**src/rtl/timer_ctrl.sv**
```systemverilog
`default_nettype none
// ============================================================================
//  Module   : timer_ctrl
//  Purpose  : Control block for an 8-bit timer. Runs a free-running prescaler
//             that produces the count clock, tracks run/reload state, and
//             detects counter overflow/underflow from the counter datapath,
//             raising sticky flags and a combined interrupt.
//  Revision : 1.0 - initial release
// ----------------------------------------------------------------------------
//  Parameters
//    DIV_W          prescaler width (max divide ratio 2^DIV_W), default 4
//  Ports
//    pclk           in   system clock (only clock)
//    preset_n       in   synchronous active-low reset
//    tcr[7:0]       in   [7] load, [4] enable, [3] down, [1:0] clock select
//    tier[1:0]      in   interrupt enable: [0] overflow, [1] underflow
//    counter_value  in   current counter value
//    last_counter   in   counter value delayed by one pclk
//    clr_ovf        in   write-1-to-clear for tmr_ovf
//    clr_udf        in   write-1-to-clear for tmr_udf
//    clk_in         out  count clock to the counter datapath
//    reload         out  one-cycle load request to the counter
//    tmr_ovf        out  sticky overflow flag
//    tmr_udf        out  sticky underflow flag
//    irq            out  combined interrupt
//  Configuration macro
//    TIMER_CTRL_AUTORELOAD_EN  enables the RELOAD state and reload pulse;
//                              when undefined reload is tied to 0.
// ============================================================================
module timer_ctrl #(
  parameter int DIV_W = 4
) (
  input  logic       pclk,
  input  logic       preset_n,
  input  logic [7:0] tcr,
  input  logic [1:0] tier,
  input  logic [7:0] counter_value,
  input  logic [7:0] last_counter,
  input  logic       clr_ovf,
  input  logic       clr_udf,
  output logic       clk_in,
  output logic       reload,
  output logic       tmr_ovf,
  output logic       tmr_udf,
  output logic       irq
);

  localparam logic [1:0]       IDLE    = 2'd0;
  localparam logic [1:0]       RUN     = 2'd1;
  localparam logic [1:0]       RELOAD  = 2'd2;
  localparam logic [DIV_W-1:0] DIV_ONE = 1;

  logic             load;
  logic             enable;
  logic             down;
  logic [1:0]       sel;
  logic [DIV_W-1:0] div_cnt;
  logic [3:0]       tap;
  logic [1:0]       state;
  logic [1:0]       state_nxt;
  logic             ovf_evt;
  logic             udf_evt;
  logic             unused_tcr_bits;

  assign load            = tcr[7];
  assign enable          = tcr[4];
  assign down            = tcr[3];
  assign sel             = tcr[1:0];
  assign unused_tcr_bits = ^{tcr[6:5], tcr[2]};

  // --------------------------------------------------------------------------
  // Prescaler: free-running, held at zero while load is asserted so the
  // count clock restarts phase-aligned once the load is released.
  // --------------------------------------------------------------------------
  always_ff @(posedge pclk) begin
    if (!preset_n) begin
      div_cnt <= '0;
    end else if (load) begin
      div_cnt <= '0;
    end else begin
      div_cnt <= div_cnt + DIV_ONE;
    end
  end

  // Select taps are always 4 wide; a narrower prescaler pads with zeros so
  // an out-of-range select yields a quiet (stuck-low) count clock.
  generate
    if (DIV_W >= 4) begin : g_tap_full
      assign tap = div_cnt[3:0];
    end else begin : g_tap_pad
      assign tap = {{(4 - DIV_W){1'b0}}, div_cnt};
    end
  endgenerate

  // Registered tap; a select change simply takes effect on the next sample.
  always_ff @(posedge pclk) begin
    if (!preset_n) begin
      clk_in <= 1'b0;
    end else begin
      clk_in <= tap[sel];
    end
  end

  // --------------------------------------------------------------------------
  // Wrap detection: only meaningful while counting, so loads performed in
  // IDLE never masquerade as an overflow/underflow.
  // --------------------------------------------------------------------------
  assign ovf_evt = (state == RUN) && !down &&
                   (last_counter == 8'hFF) && (counter_value == 8'h00);
  assign udf_evt = (state == RUN) && down &&
                   (last_counter == 8'h00) && (counter_value == 8'hFF);

  // Sticky flags: a new event wins over a simultaneous clear.
  always_ff @(posedge pclk) begin
    if (!preset_n) begin
      tmr_ovf <= 1'b0;
      tmr_udf <= 1'b0;
    end else begin
      if (ovf_evt) begin
        tmr_ovf <= 1'b1;
      end else if (clr_ovf) begin
        tmr_ovf <= 1'b0;
      end
      if (udf_evt) begin
        tmr_udf <= 1'b1;
      end else if (clr_udf) begin
        tmr_udf <= 1'b0;
      end
    end
  end

  assign irq = (tmr_ovf & tier[0]) | (tmr_udf & tier[1]);

  // --------------------------------------------------------------------------
  // State machine. The wrap event is registered once before it moves the
  // FSM, so RELOAD (and the reload pulse) lands two cycles after the wrap
  // pattern is presented.
  // --------------------------------------------------------------------------
`ifdef TIMER_CTRL_AUTORELOAD_EN
  logic wrap_q;

  always_ff @(posedge pclk) begin
    if (!preset_n) begin
      wrap_q <= 1'b0;
    end else begin
      wrap_q <= ovf_evt | udf_evt;
    end
  end
`endif

  always_comb begin
    state_nxt = state;
    case (state)
      IDLE: begin
        if (enable && !load) begin
          state_nxt = RUN;
        end
      end
      RUN: begin
        if (!enable || load) begin
          state_nxt = IDLE;
        end
`ifdef TIMER_CTRL_AUTORELOAD_EN
        else if (wrap_q) begin
          state_nxt = RELOAD;
        end
`endif
      end
      RELOAD: begin
        // The pulse always completes; a dropped enable just skips RUN.
        state_nxt = enable ? RUN : IDLE;
      end
      default: begin
        state_nxt = IDLE;
      end
    endcase
  end

  always_ff @(posedge pclk) begin
    if (!preset_n) begin
      state <= IDLE;
    end else begin
      state <= state_nxt;
    end
  end

`ifdef TIMER_CTRL_AUTORELOAD_EN
  // Registered alongside the state so reload is high exactly while in RELOAD.
  always_ff @(posedge pclk) begin
    if (!preset_n) begin
      reload <= 1'b0;
    end else begin
      reload <= (state_nxt == RELOAD);
    end
  end
`else
  assign reload = 1'b0;
`endif

endmodule
`default_nettype wire

```
**config.mk**
```make
export PLATFORM = sky130hd
export DESIGN_NAME = timer_ctrl
export DESIGN_NICKNAME = d
export VERILOG_FILES = /design/src/rtl/timer_ctrl.sv
export SDC_FILE = /design/constraint.sdc
export NUM_CORES = 1
export LEC_CHECK = 0
export CELL_PAD_IN_SITES_DETAIL_PLACEMENT = 1
export CELL_PAD_IN_SITES_GLOBAL_PLACEMENT = 1
export CORE_MARGIN = 2
export CORE_UTILIZATION = 19
export CTS_CLUSTER_SIZE = 12
export DETAILED_ROUTE_END_ITERATION = 10
export PLACE_DENSITY_LB_ADDON = 0.3
export SYNTH_ARGS = -nofsm -noshare
export SYNTH_HDL_FRONTEND = slang
export SYNTH_SLANG_ARGS = --single-unit
```
**constraint.sdc**
```tcl
create_clock -name pclk -period 1.1 [get_ports pclk]
set_input_delay 0.22 -clock pclk [delete_from_list [all_inputs] [get_ports pclk]]
set_output_delay 0.22 -clock pclk [all_outputs]
set_load 0.01 [all_outputs]
```
==> impl_table.tex <==
\begin{tabular}{lr}
\hline
Metric & Value \\
\hline
\multicolumn{2}{l}{\textbf{Status}} \\
Status & complete, but fails checks \\
Failing checks & setup timing \\
\multicolumn{2}{l}{\textbf{Layout}} \\
Ratio of cells with drive above 1 in the final layout & 0.145 \\
Final instance area & $\sim$740 um\^{}2 \\
Synthesis-to-finish area growth & 92.6\% \\
Register Area & approximately 160 um\^{}2 \\
Area taken by multi-input logic gates & approximately 220 um\^{}2 \\
Number of nets in the finished design & 109 \\
Final std cells w/o fill & 103 \\
Total inserted antenna cells & 0 \\
Final design utilization & 0.383 \\
Filler cell count & 251 \\
\multicolumn{2}{l}{\textbf{Yosys}} \\
Dominant cell type by area after synthesis & sky130\_fd\_sc\_hd\_\_dfxtp\_1 \\
Syn Area/Cell & about 9.2 um\^{}2 \\
Number of distinct library cell variants in the gate-level netlist after synthesis & 21 \\
Fraction of synthesized area in multiplexers & 0.0583 \\
Primary flip-flop cell chosen by synthesis mapping & sky130\_fd\_sc\_hd\_\_dfxtp\_1 \\
Post-synth net total & between 70 and 80 \\
Most used standard cells in the synthesized netlist & 8 x sky130\_fd\_sc\_hd\_\_dfxtp\_1, 6 x sky130\_fd\_sc\_hd\_\_nor2\_1, 4 x sky130\_fd\_sc\_hd\_\_nand4\_1, 3 x sky130\_fd\_sc\_hd\_\_nand3\_1 \\
Share of synthesized cell area in full adder, half adder and majority cells & 0.0324 \\
Instance count of the mapped netlist & 42 \\
Number of enable flip-flop cells after synthesis & 0 \\
Ys Warns & 0 \\
FFs w/ async S/R, synth & 0 \\
Synthesized flop and latch total & 8 \\
Compound-Gate Fraction of Synth Area & 0.0615 \\
Top cells by area, synth & sky130\_fd\_sc\_hd\_\_dfxtp\_1 41\%, sky130\_fd\_sc\_hd\_\_nand4\_1 6.5\%, sky130\_fd\_sc\_hd\_\_mux4\_2 5.8\% \\
Library cell with the highest instance count after synthesis & sky130\_fd\_sc\_hd\_\_dfxtp\_1 \\
Mapped cell area & just under 400 um\^{}2 \\
Yosys top cell area share & 0.414 \\
Portion of the post-synthesis area used by sequential elements & 0.414 \\
Simple-gate portion of the synthesized area & 0.340 \\
Main combinational cell family by area after synthesis & simple AND/OR/NAND/NOR gates \\
Synthesized-area fraction occupied by xor and xnor cells & 0.0453 \\
\multicolumn{2}{l}{\textbf{Critical path}} \\
CP Data Arrival Time & around 900 ps \\
Required time of the critical path & between 800 and 900 ps \\
Largest fanout of any net on the critical path & 3 \\
Cell Chain, Critical Path & a22o\_1 -> buf\_2 \\
Crit. End Element & primary output \\
Type of the worst setup path & reg -> out \\
R2R setup slack & approximately 60 ps \\
Slowest stage cell on the critical path & sky130\_fd\_sc\_hd\_\_dfxtp\_2 \\
Crit-path max cell delay & 320 ps \\
CP delay by family, top & flip-flops \\
Element type at the critical path start & flop \\
Number of buffers and inverters on the critical path & 1 \\
\multicolumn{2}{l}{\textbf{Timing}} \\
Final Skew & about 0.18 ps \\
Post-route worst setup slack & -21.0 ps \\
Fmax achieved & just under 900 MHz \\
Worst hold slack across all endpoints & between 300 and 400 ps \\
Hold violation count in the final report & 0 \\
Number of slew-limit violations in the final report & 0 \\
Number of failing setup endpoints in the final timing report & 1 \\
Final period demand of the worst path & about 1100 ps \\
Setup repair after global routing missed its margin & true \\
Final period utilization & 1.02 \\
\multicolumn{2}{l}{\textbf{Placed design}} \\
Placed instance count & 100 \\
HPWL after detailed placement & 905 um \\
Placer congestion estimate & $\sim$0.63 \\
Port Buf Inserts & 30 \\
Post-DP Area & 728 um\^{}2 \\
\multicolumn{2}{l}{\textbf{Clock tree}} \\
Total CTS buffers & 3 \\
Post-CTS Setup Repair Bufs & 0 \\
Buffer levels on the longest clock path & 2 \\
Clock Root Buffer & sky130\_fd\_sc\_hd\_\_clkbuf\_4 \\
Hold buffers post-CTS & 0 \\
Clock slew at the register clock pins of the worst setup and hold paths & 50 ps \\
Number of H-tree levels & 1 \\
Clock sink total & 8 \\
CTS tree & yes \\
Clock latency reported for the late side of the worst-skew pair & between 200 and 300 ps \\
\multicolumn{2}{l}{\textbf{Route}} \\
Number of nets with antenna violations after routing & 0 \\
Post-route DRC violation count & 0 \\
Detailed-route wire length & approximately 1100 um \\
Vias per inst & 4.17 \\
Average detailed-routed wire length per instance & between 10 and 15 um \\
First DRT Iteration DRCs & 2 \\
Total iterations of the first detailed-routing run & 3 \\
Vias post-DR & 430 \\
\multicolumn{2}{l}{\textbf{Global routing}} \\
Vias in the first global route & 401 \\
Global-route wire length before repair & around 1600 um \\
Initial antenna violation count & 0 \\
Combined global-route utilization of all metal layers & 0.0928 \\
Largest net degree at the start of global routing & 6 \\
Remaining global-route overflow & 0 \\
\multicolumn{2}{l}{\textbf{Power and ir drop}} \\
Power, Total & around 0.00064 W \\
Cell Pwr Density & approximately 850 mW/mm\^{}2 \\
Total leakage power & between 0.3 and 0.4 nW \\
Peak ir drop on the vdd network & around 0.00068 V \\
\multicolumn{2}{l}{\textbf{Floorplan}} \\
Die height & between 40 and 50 um \\
\# rows & 16 \\
Initial Utilization & 0.199 \\
Core Footprint & around 0.0019 mm\^{}2 \\
Die Outline Area & about 0.0024 mm\^{}2 \\
Number of I/O pins & 35 \\
Die outline width & about 49 um \\
\multicolumn{2}{l}{\textbf{Run}} \\
Reported max-cap violation count & 0 \\
\multicolumn{2}{l}{\textbf{Hold path}} \\
Hold crit path type & in -> reg \\
\hline
\end{tabular}
==> final timing paths <==
kind	startpoint	endpoint	depth (start not counted)
setup / recovery	tmr_ovf	irq	2
hold / removal	last_counter[4]	tmr_udf	3
setup reg to reg	div_cnt[2]	clk_in	2
hold reg to reg	state[0]	tmr_ovf	2
==> registers in the layout, indices dropped and copies added, names as in the netlist <==
register  flops
div_cnt       4
tmr_ovf       1
tmr_udf       1
clk_in        1
state         1
==> cell families after synthesis <==
| logic type | after synthesis |
|---|---|
| buf+inv | 3 |
| compound gates | 3 |
| flops | 8 |
| xor+xnor | 2 |
| other cells | 1 |
| fa+ha+maj | 1 |
| simple gates | 23 |
| mux | 1 |
==> cell type report <==
| type | instances | area share |
|---|---|---|
| inverters | 2 | 0.0101 |
| flip-flops and latches | 8 | 0.217 |
| well taps | 27 | 0.0454 |
| repair buffers | 32 | 0.398 |
| multi-input cells | 31 | 0.299 |
| clock buffers | 3 | 0.0303 |
==> tightest hold or removal path, cell delays in order <==
cell,delay (ps)
sky130_fd_sc_hd__dlygate4sd2_1,200
sky130_fd_sc_hd__or4_1,100
sky130_fd_sc_hd__o31ai_1,60
==> per-stage QoR <==
stage	setup TNS, ps	setup slack [ps]
floorplan	0	78.6
global placement	-1780	-444
detailed placement	-1850	-459
CTS	-56.2	-56.2
global route	-53.7	-53.7
finish	-21.0	-21.0
==> power breakdown <==
part	internal, W	total (W)	switching [W]
registers	0.000296	0.000299	0.00000282
clock network	0.000124	0.000215	0.0000903
logic	0.0000842	0.000123	0.0000383
==> timing repair <==
action,CTS,global route
setup endpoints to repair,6,4
resized for setup,22,3
pin swaps,5,2
==> per-layer routing <==
metal,global-route usage,up-vias,part of all wire
met3,0.0521,2,0.088
li1,-,222,-
met1,0.102,186,0.42
met5,0,-,0
met2,0.137,20,0.47
met4,0.0571,0,0.018
==> cells in the final DEF, fill, tap and decap left out, drive strengths merged <==
cell	n
a22o	1
and2	1
and4bb	1
buf	3
clkbuf	3
clkdlybuf4s15	2
clkdlybuf4s50	13
conb	1
dfxtp	8
dlygate4sd2	13
dlymetal6s2s	1
ha	1
inv	2
mux4	1
nand2	1
nand2b	1
nand3	3
nand3b	2
nand4	4
nor2	6
nor3	1
nor4	2
o31ai	2
or4	1
xnor2	1
xor2	1
Power figures use the tool's default switching activity.
